`src/rtl/id_ex_pipe_reg_pkg.sv`:
```
// rtl/id_ex_pipe_reg_pkg.sv - shared widths and opcode encodings for the 16-bit pipeline
package id_ex_pipe_reg_pkg;

    localparam int ID_EX_DATA_W = 16;
    localparam int ID_EX_REG_W  = 4;
    localparam int ID_EX_OP_W   = 4;
    localparam int ID_EX_CNT_W  = 16;

    typedef enum logic [ID_EX_OP_W-1:0] {
        OP_ADD  = 4'h0,
        OP_SUB  = 4'h1,
        OP_AND  = 4'h2,
        OP_OR   = 4'h3,
        OP_ADDI = 4'h4,
        OP_BEQ  = 4'h6,
        OP_LW   = 4'h8,
        OP_SW   = 4'h9,
        OP_NOP  = 4'hF
    } opcode_e;

    // True when an opcode is the only memory-read instruction of the ISA.
    function automatic logic is_load(input logic [ID_EX_OP_W-1:0] op);
        return op == OP_LW;
    endfunction

endpackage

```
`src/rtl/id_ex_pipe_reg_load_use_detect.sv`:
```
// rtl/id_ex_pipe_reg_load_use_detect.sv - combinational load-use hazard compare
module load_use_detect
    import id_ex_pipe_reg_pkg::*;
#(
    parameter int REG_W = ID_EX_REG_W
) (
    input  logic             i_ex_valid,
    input  logic             i_ex_mem_read,
    input  logic [REG_W-1:0] i_ex_rd,
    input  logic [REG_W-1:0] i_id_rs,
    input  logic [REG_W-1:0] i_id_rt,
    input  logic             i_id_uses_rs,
    input  logic             i_id_uses_rt,
    output logic             o_hazard
);

    logic w_ex_is_load;
    logic w_rs_match;
    logic w_rt_match;

    // R0 is hardwired zero, so a load targeting it can never feed a consumer.
    assign w_ex_is_load = i_ex_valid && i_ex_mem_read && (i_ex_rd != '0);
    assign w_rs_match   = i_id_uses_rs && (i_id_rs == i_ex_rd);
    assign w_rt_match   = i_id_uses_rt && (i_id_rt == i_ex_rd);
    assign o_hazard     = w_ex_is_load && (w_rs_match || w_rt_match);

endmodule

```
`src/rtl/id_ex_pipe_reg.sv`:
```
// rtl/id_ex_pipe_reg.sv - ID/EX pipeline register with load-use stall and bubble counter
module id_ex_pipe_reg
    import id_ex_pipe_reg_pkg::*;
#(
    parameter int DATA_W = ID_EX_DATA_W,
    parameter int REG_W  = ID_EX_REG_W,
    parameter int OP_W   = ID_EX_OP_W,
    parameter int CNT_W  = ID_EX_CNT_W
) (
    input  logic              clk,
    input  logic              rst_n,
    input  logic [REG_W-1:0]  IF_ID_RegisterRs,
    input  logic [REG_W-1:0]  IF_ID_RegisterRt,
    input  logic              IF_ID_UsesRs,
    input  logic              IF_ID_UsesRt,
    input  logic [REG_W-1:0]  ID_RegisterRd,
    input  logic [OP_W-1:0]   ID_Opcode,
    input  logic              ID_RegWrite,
    input  logic              ID_MemRead,
    input  logic              ID_MemWrite,
    input  logic [DATA_W-1:0] ID_ReadData1,
    input  logic [DATA_W-1:0] ID_ReadData2,
    input  logic [DATA_W-1:0] ID_Imm,
    input  logic              mem_stall,
    input  logic              flush,
    output logic              hazard_stall,
    output logic [REG_W-1:0]  ID_EX_RegisterRs,
    output logic [REG_W-1:0]  ID_EX_RegisterRt,
    output logic [REG_W-1:0]  ID_EX_RegisterRd,
    output logic [OP_W-1:0]   ID_EX_Opcode,
    output logic              ID_EX_RegWrite,
    output logic              ID_EX_MemRead,
    output logic              ID_EX_MemWrite,
    output logic [DATA_W-1:0] ID_EX_ReadData1,
    output logic [DATA_W-1:0] ID_EX_ReadData2,
    output logic [DATA_W-1:0] ID_EX_Imm,
    output logic              ID_EX_Valid,
    output logic [CNT_W-1:0]  bubble_count
);

    logic [REG_W-1:0]  r_rs, r_rt, r_rd;
    logic [OP_W-1:0]   r_opcode;
    logic              r_reg_write, r_mem_read, r_mem_write, r_valid;
    logic [DATA_W-1:0] r_data1, r_data2, r_imm;
    logic [CNT_W-1:0]  r_bubble_count;

    logic              w_hazard;
    logic              w_insert_bubble;
    logic              w_load_enable;
    logic              w_count_enable;
    logic [CNT_W-1:0]  w_bubble_count_next;

    load_use_detect #(
        .REG_W (REG_W)
    ) u_load_use_detect (
        .i_ex_valid    (r_valid),
        .i_ex_mem_read (r_mem_read),
        .i_ex_rd       (r_rd),
        .i_id_rs       (IF_ID_RegisterRs),
        .i_id_rt       (IF_ID_RegisterRt),
        .i_id_uses_rs  (IF_ID_UsesRs),
        .i_id_uses_rt  (IF_ID_UsesRt),
        .o_hazard      (w_hazard)
    );

    // Flush and load-use share one bubble so a coincident pair counts once.
    assign w_load_enable   = !mem_stall;
    assign w_insert_bubble = flush || w_hazard;
    assign w_count_enable  = w_load_enable && w_insert_bubble && (r_bubble_count != '1);

    always_comb begin
        w_bubble_count_next = r_bubble_count;
        if (w_count_enable) begin
            w_bubble_count_next = r_bubble_count + 1'b1;
        end
    end

    always_ff @(posedge clk or negedge rst_n) begin
        if (!rst_n) begin
            r_rs        <= '0;
            r_rt        <= '0;
            r_rd        <= '0;
            r_opcode    <= '0;
            r_reg_write <= 1'b0;
            r_mem_read  <= 1'b0;
            r_mem_write <= 1'b0;
            r_data1     <= '0;
            r_data2     <= '0;
            r_imm       <= '0;
            r_valid     <= 1'b0;
        end else if (w_load_enable) begin
            if (w_insert_bubble) begin
                r_rs        <= '0;
                r_rt        <= '0;
                r_rd        <= '0;
                r_opcode    <= '0;
                r_reg_write <= 1'b0;
                r_mem_read  <= 1'b0;
                r_mem_write <= 1'b0;
                r_data1     <= '0;
                r_data2     <= '0;
                r_imm       <= '0;
                r_valid     <= 1'b0;
            end else begin
                r_rs        <= IF_ID_RegisterRs;
                r_rt        <= IF_ID_RegisterRt;
                r_rd        <= ID_RegisterRd;
                r_opcode    <= ID_Opcode;
                r_reg_write <= ID_RegWrite;
                r_mem_read  <= ID_MemRead;
                r_mem_write <= ID_MemWrite;
                r_data1     <= ID_ReadData1;
                r_data2     <= ID_ReadData2;
                r_imm       <= ID_Imm;
                r_valid     <= 1'b1;
            end
        end
    end

    always_ff @(posedge clk or negedge rst_n) begin
        if (!rst_n) begin
            r_bubble_count <= '0;
        end else begin
            r_bubble_count <= w_bubble_count_next;
        end
    end

    assign hazard_stall     = w_hazard;
    assign ID_EX_RegisterRs = r_rs;
    assign ID_EX_RegisterRt = r_rt;
    assign ID_EX_RegisterRd = r_rd;
    assign ID_EX_Opcode     = r_opcode;
    assign ID_EX_RegWrite   = r_reg_write;
    assign ID_EX_MemRead    = r_mem_read;
    assign ID_EX_MemWrite   = r_mem_write;
    assign ID_EX_ReadData1  = r_data1;
    assign ID_EX_ReadData2  = r_data2;
    assign ID_EX_Imm        = r_imm;
    assign ID_EX_Valid      = r_valid;
    assign bubble_count     = r_bubble_count;

endmodule

```
`config.mk`:
```
export PLATFORM = sky130hd
export DESIGN_NAME = id_ex_pipe_reg
export DESIGN_NICKNAME = d
export VERILOG_FILES = /design/src/rtl/id_ex_pipe_reg_pkg.sv /design/src/rtl/id_ex_pipe_reg_load_use_detect.sv /design/src/rtl/id_ex_pipe_reg.sv
export SDC_FILE = /design/constraint.sdc
export NUM_CORES = 1
export LEC_CHECK = 0
export BUFFER_PORTS_ARGS = -buffer_cell sky130_fd_sc_hd__buf_2
export CAP_MARGIN = 30
export CORE_UTILIZATION = 47
export DETAILED_ROUTE_END_ITERATION = 6
export HOLD_SLACK_MARGIN = 0.12
export PLACE_DENSITY_LB_ADDON = 0.15
export SETUP_SLACK_MARGIN = 0.02
export SLEW_MARGIN = 15
export SYNTH_ARGS = -nofsm -noshare
export SYNTH_HDL_FRONTEND = slang
export SYNTH_SLANG_ARGS = --single-unit
export TNS_END_PERCENT = 50
```
`constraint.sdc`:
```
create_clock -name clk -period 2.6 [get_ports clk]
set_input_delay 0.26 -clock clk [delete_from_list [all_inputs] [get_ports clk]]
set_output_delay 0.26 -clock clk [all_outputs]
set_load 0.02 [all_outputs]
```
==> impl_metrics.json, run 1 <==
{
  "grt_pass1_wl_um": 13880,
  "powerDensity_nw_per_um2": 664.3,
  "drt-pass1-iter-count": 4,
  "multi_input_area_um2": 1396,
  "seqPwrFrac_pct": 49.7,
  "synthesis.yosys.warnings": 0,
  "slowest_delay_ps": 440,
  "p_switching_mw": 0.9511,
  "fp.coreArea_um2": 7331,
  "final-setup-viol-count": 0,
  "worstPathMaxFanout": 12,
  "power_leakage_nw": 2.467,
  "irDropWorstVdd_mv": 0.3052,
  "remaining_drc_errors": 0,
  "tightest_slew_ps": 696.1,
  "cp_cell_sequence": "xor2_1, nor3_2, nand4_1, and3b_2, or3_1, mux2_4",
  "cpMaxStageDelayCell": "dfrtp_1",
  "port_buffers": 157,
  "initialDrtViolationCount": 116,
  "p_comb_share_pct": 20.9,
  "fmax_mhz": 466.4,
  "min_delay_path_depth": 3,
  "regArea_um2": 2102,
  "slew_headroom_pct": 53.59,
  "synth_nets": 457,
  "hold_path.class": "in -> reg",
  "grt_pass1_vias": 2836,
  "cts_tree": "built",
  "rsz0062_at_grt": "no",
  "end_kind": "flip-flop",
  "layout-drive-gt1-share_pct": 34.20,
  "arrival_ps": 2370,
  "clk_pin_slew_ps": 90,
  "postCtsHoldBufs": 1,
  "nets": 607,
  "critical_path_class": "reg -> reg",
  "cts-buffers-inserted": 9,
  "cts.repair.resized": 0,
  "clockBufferDepth": 2,
  "placementRows": 31,
  "area_growth_pct": 29.31,
  "antenna_found_initial": 0,
  "die_area_um2": 8048,
  "clock_sinks": 84,
  "worstRegToRegCells": 6,
  "wl_um": 8333,
  "swShare_pct": 30.62,
  "antenna_cells": 0,
  "ant_nets": 0,
  "period_minus_slack_ps": 2144,
  "grt_max_degree": 83,
  "wl_per_cell_um": 13.08,
  "p_int_mw": 2.155,
  "drv_slew": 0,
  "vias": 3053,
  "clk-insertion-delay-late_ps": 340,
  "synth_cells": 383,
  "setup_tns_ps": 0,
  "fillers": 656,
  "synth-seq-cells": 84,
  "vias_per_cell": 4.793,
  "p_clk_share_pct": 29.3,
  "grt_overflow_total": 0,
  "grt_usage_pct": 21.62,
  "place_congestion": 0.8131,
  "ys_seq_area_share_pct": 58.13,
  "syn_avg_cell_area_um2": 9.441,
  "fin_crit_sh_pct": 82.47,
  "syn_area_um2": 3616,
  "finClkSkew_ps": 15.18,
  "clockRootBuffer": "clkbuf_8",
  "hold_ws_ps": 147.5,
  "fp.dieH_um": 89.71,
  "dp_cells": 620,
  "htree_levels": 3,
  "place_hpwl_um": 5860,
  "synth.distinct_cells": 30,
  "cts_setup_buffers": 0,
  "max-cap-violations": 0,
  "pin_count": 158,
  "final_cells": 637,
  "cp-start-kind": "flip-flop",
  "start_util_pct": 49.33,
  "final_hold_viol_count": 0,
  "status": "finished, final reports clean",
  "chipWidth_um": 89.71,
  "required_ps": 2830
}
==> worst paths after layout <==
kind | start | endpoint | slack [ps]
setup / recovery | ID_EX_RegisterRd[0] | bubble_count[1] | 460
hold / removal | ID_ReadData1[1] | ID_EX_ReadData1[1] | 150
setup reg to reg | ID_EX_RegisterRd[0] | bubble_count[1] | 460
hold reg to reg | ID_EX_ReadData2[10] | ID_EX_ReadData2[10] | 480
max in group asynchronous | rst_n | ID_EX_ReadData2[9] | 1470
min in group asynchronous | rst_n | ID_EX_RegisterRs[0] | 500
==> kinds of logic (layout without fill, tap and decap cells) <==
group,Yosys count,count (layout),synth area share (%)
fa+ha+maj,1,1,0.3460
compound gates,68,68,9.412
simple gates,180,180,22.42
mux,4,4,1.315
buf+inv,25,180,3.287
xor+xnor,21,21,5.086
flops,84,84,58.13
==> state kept, by name (all words and copies together), names as in the netlist <==
name              flops
ID_EX_MemWrite        1
ID_EX_Imm            16
ID_EX_RegWrite        1
ID_EX_MemRead         1
ID_EX_RegisterRd      4
ID_EX_ReadData2      16
ID_EX_RegisterRs      4
ID_EX_ReadData1      16
ID_EX_Opcode          4
ID_EX_RegisterRt      4
bubble_count         16
ID_EX_Valid           1
==> cell usage in the layout (no fill, tap or decap), types with 2 or more instances in the layout <==
cell type / instances
buf_2: 155
nand2_1: 141
dfrtp_1: 84
o21ai_0: 68
xor2_1: 16
clkbuf_8: 10
buf_4: 7
nor3_1: 6
nand3_1: 6
nor4_1: 5
xnor2_1: 5
nand4_1: 4
clkbuf_1: 3
nor2_1: 2
and3_1: 2
or3_1: 2
mux2_2: 2
nor4_4: 2
==> stage by stage <==
step | util [%] | setup slack, ps | area [um2] | total power [mW]
2_1_floorplan | - | 561.5 | 3616 | 1.947
3_3_place_gp | 60.98 | 509.4 | 4471 | 2.214
3_5_place_dp | 60.98 | 455.9 | 4471 | 2.228
4_1_cts | 63.78 | 453.0 | 4676 | 3.141
5_1_grt | 63.78 | 316.0 | 4676 | 3.275
6_report | 63.78 | 455.9 | 4676 | 3.106
==> per-layer routing <==
layer | GRT usage, % | share of wire [%] | up-vias
met5 | 0 | 0 | -
met2 | 32.44 | 45 | 111
met3 | 5.415 | 6.0 | 15
met1 | 29.90 | 47 | 1368
met4 | 9.290 | 2.1 | 0
li1 | - | - | 1559
==> power by group through the flow <==
stage / clock, mW / sequential [mW] / combinational (mW)
2_1_floorplan: 0 / 1.73 / 0.217
3_3_place_gp: 0 / 1.56 / 0.651
3_5_place_dp: 0 / 1.57 / 0.659
4_1_cts: 0.933 / 1.55 / 0.662
5_1_grt: 0.993 / 1.57 / 0.715
6_report: 0.911 / 1.55 / 0.650
==> layout make-up <==
cell class,instances,share of cell area (%)
Sequential cell,84,44.96
Clock buffer,13,3.184
Clock inverter,3,0.9901
Multi-Input combinational cell,274,29.86
Tap cell,99,2.649
Timing Repair Buffer,164,18.36
==> Yosys cell counts <==
cell type | instances | area, um2
and3_1 | 2 | 12.51
and3b_1 | 1 | 8.760
buf_2 | 8 | 40.04
buf_6 | 2 | 22.52
clkbuf_1 | 15 | 56.30
dfrtp_1 | 84 | 2102
ha_1 | 1 | 12.51
mux2_2 | 2 | 22.52
mux2_4 | 1 | 15.01
mux2i_1 | 1 | 10.01
nand2_1 | 141 | 529.3
nand2b_1 | 1 | 6.260
nand3_1 | 6 | 30.03
nand3b_1 | 1 | 7.510
nand4_1 | 4 | 25.02
nand4b_1 | 1 | 8.760
nor2_1 | 2 | 7.510
nor2b_1 | 1 | 6.260
nor3_1 | 6 | 30.03
nor3_2 | 1 | 10.01
nor3_4 | 1 | 16.27
nor3b_1 | 1 | 7.510
nor4_1 | 5 | 31.28
nor4_4 | 2 | 42.54
nor4b_1 | 1 | 8.760
o21ai_0 | 68 | 340.3
or3_1 | 2 | 12.51
or4b_1 | 1 | 10.01
xnor2_1 | 5 | 43.79
xor2_1 | 16 | 140.1
==> worst max-delay path: cells and delay by family, from the launching register on <==
kind	cells	cell delay [ps]
multiplexers	1	310
flip-flops	1	440
AND/OR/NAND/NOR	4	1090
XOR/XNOR	1	190
No activity file was read; power rests on OpenSTA's default activity.
==> run 2, diff against run 1 <==
- clock period: 2.6 -> 2.2 ns (I/O delays scaled with it)
==> impl_metrics.json, run 2 (synthesis gave the netlist of run 1 again) <==
{
  "status": "finished, final reports clean",
  "wl_um": 9752,
  "tightest_slew_ps": 555.5,
  "fin_crit_sh_pct": 97.01,
  "grt_pass1_wl_um": 16190,
  "worstPathMaxFanout": 7,
  "powerDensity_nw_per_um2": 716.7,
  "worstRegToRegCells": 6,
  "htree_levels": 3,
  "port_buffers": 157,
  "final_common_cell": "buf_2",
  "final_hold_viol_count": 0,
  "remaining_drc_errors": 0,
  "fp.coreArea_um2": 7331,
  "placementRows": 31,
  "cts_tree": "built",
  "path_buf_inv": 2,
  "max-cap-violations": 0,
  "power_leakage_nw": 2.728,
  "die_area_um2": 8048,
  "clockRootBuffer": "clkbuf_8",
  "cpMaxStageDelayCell": "dlygate4sd3_1",
  "start_util_pct": 49.33,
  "grt_usage_pct": 25.21,
  "fmax_mhz": 468.5,
  "wl_per_cell_um": 13.99,
  "vias": 3366,
  "antenna_cells": 0,
  "setup_tns_ps": 0,
  "clockBufferDepth": 2,
  "place_hpwl_um": 5893,
  "regToRegSetupSlack_ps": 120,
  "clk_pin_slew_ps": 90,
  "min_delay_path_depth": 3,
  "chipWidth_um": 89.71,
  "slowest_delay_ps": 540,
  "rr_startpoint": "ID_EX_RegisterRd[0]",
  "end_kind": "flip-flop",
  "rsz0062_at_grt": "yes",
  "timing.rr.end": "bubble_count[1]",
  "grt_max_degree": 54,
  "hold_ws_ps": 121.7,
  "irDropWorstVdd_mv": 0.5287,
  "cts-buffers-inserted": 9,
  "required_ps": 2440,
  "cp_cell_sequence": "dlygate4sd3_1, buf_2, xor2_1, nor3_1, nand4_1, and3b_2, or3_1, mux2_4",
  "slew_headroom_pct": 62.97,
  "fp.dieH_um": 89.71,
  "finClkSkew_ps": 9.856,
  "pin_count": 158,
  "vias_per_cell": 4.829,
  "initialDrtViolationCount": 175,
  "crit_start": "IF_ID_RegisterRs[2]",
  "clock_sinks": 84,
  "critical_path_class": "in -> reg",
  "p_total_mw": 3.807,
  "cp-start-kind": "primary input",
  "period_minus_slack_ps": 2134,
  "place_congestion": 0.8080,
  "drt-pass1-iter-count": 4,
  "area_growth_pct": 46.89,
  "final-setup-viol-count": 0,
  "grt_overflow_total": 0,
  "grt_pass1_vias": 3345,
  "layout-drive-gt1-share_pct": 32.11,
  "nets": 668,
  "arrival_ps": 2370,
  "hold_path.class": "in -> reg",
  "cp_top_family": "simple AND/OR/NAND/NOR gates",
  "ant_nets": 0,
  "clk-insertion-delay-late_ps": 350,
  "cp-endpoint": "bubble_count[1]",
  "cp.depth": 8,
  "antenna_found_initial": 0,
  "drv_slew": 0,
  "final_cell_mix": "buf_2, nand2_1, dfrtp_1, o21ai_0, dlygate4sd3_1"
}
run 2: timing repair:
action	4_1_cts	5_1_grt
hold endpoints to repair	96	2
hold buffers	57	2
setup buffers	0	0
resized for setup	0	5
setup endpoints to repair	0	8
run 2: how the worst min path moves through the flow:
stage                    start                 end  slack, ps
4_1_cts        ID_ReadData2[5]  ID_EX_ReadData2[5]        120
5_1_grt        ID_ReadData1[9]  ID_EX_ReadData1[9]        130
3_3_place_gp             rst_n       ID_EX_Imm[13]        240
3_5_place_dp             rst_n       ID_EX_Imm[11]        240
2_1_floorplan            rst_n        ID_EX_Imm[0]        -80
6_report       ID_ReadData2[8]  ID_EX_ReadData2[8]        120
run 2: routing by layer:
layer  vias to the layer above  track usage [%]  share of wire (%)
met2                       118            40.45                 47
li1                       1677                -                  -
met5                         -                0                  0
met4                         0            10.38                2.8
met1                      1545            32.90                 45
met3                        26            6.091                5.6
run 2: layout make-up:
class                      count  area [um2]
clock buffer                  11       141.4
clock inverter                 4       50.05
fill                         551        2019
multi-input combinational    274        1415
sequential                    84        2103
tap                           99       123.9
timing repair buffer         225        1478
run 2: worst reg2reg max path, cell delays in order, from the launching register on:
cell     delay (ps)
dfrtp_2         450
xor2_1          180
nor3_2          200
nand4_1         130
and3b_2         300
or3_1           420
mux2_4          310
run 2: report_power, final:
part	internal (mW)	leakage [nW]	total (mW)	switching, mW
sequential	1.70	1.09	1.83	0.133
combinational	0.368	1.55	0.878	0.510
clock	0.548	0.0914	1.10	0.549
total	2.62	2.73	3.81	1.19
run 2: stage by stage:
stage | instance area (um2) | instances | setup slack (ps) | utilization (%)
4_1_cts | 5268 | 695 | 36.36 | 71.86
5_1_grt | 5311 | 697 | -5.036 | 72.45
3_5_place_dp | 4506 | 623 | 57.14 | 61.46
2_1_floorplan | 3616 | 383 | 161.5 | -
6_report | 5311 | 697 | 65.73 | 72.45
3_3_place_gp | 4506 | 623 | 161.6 | 61.46
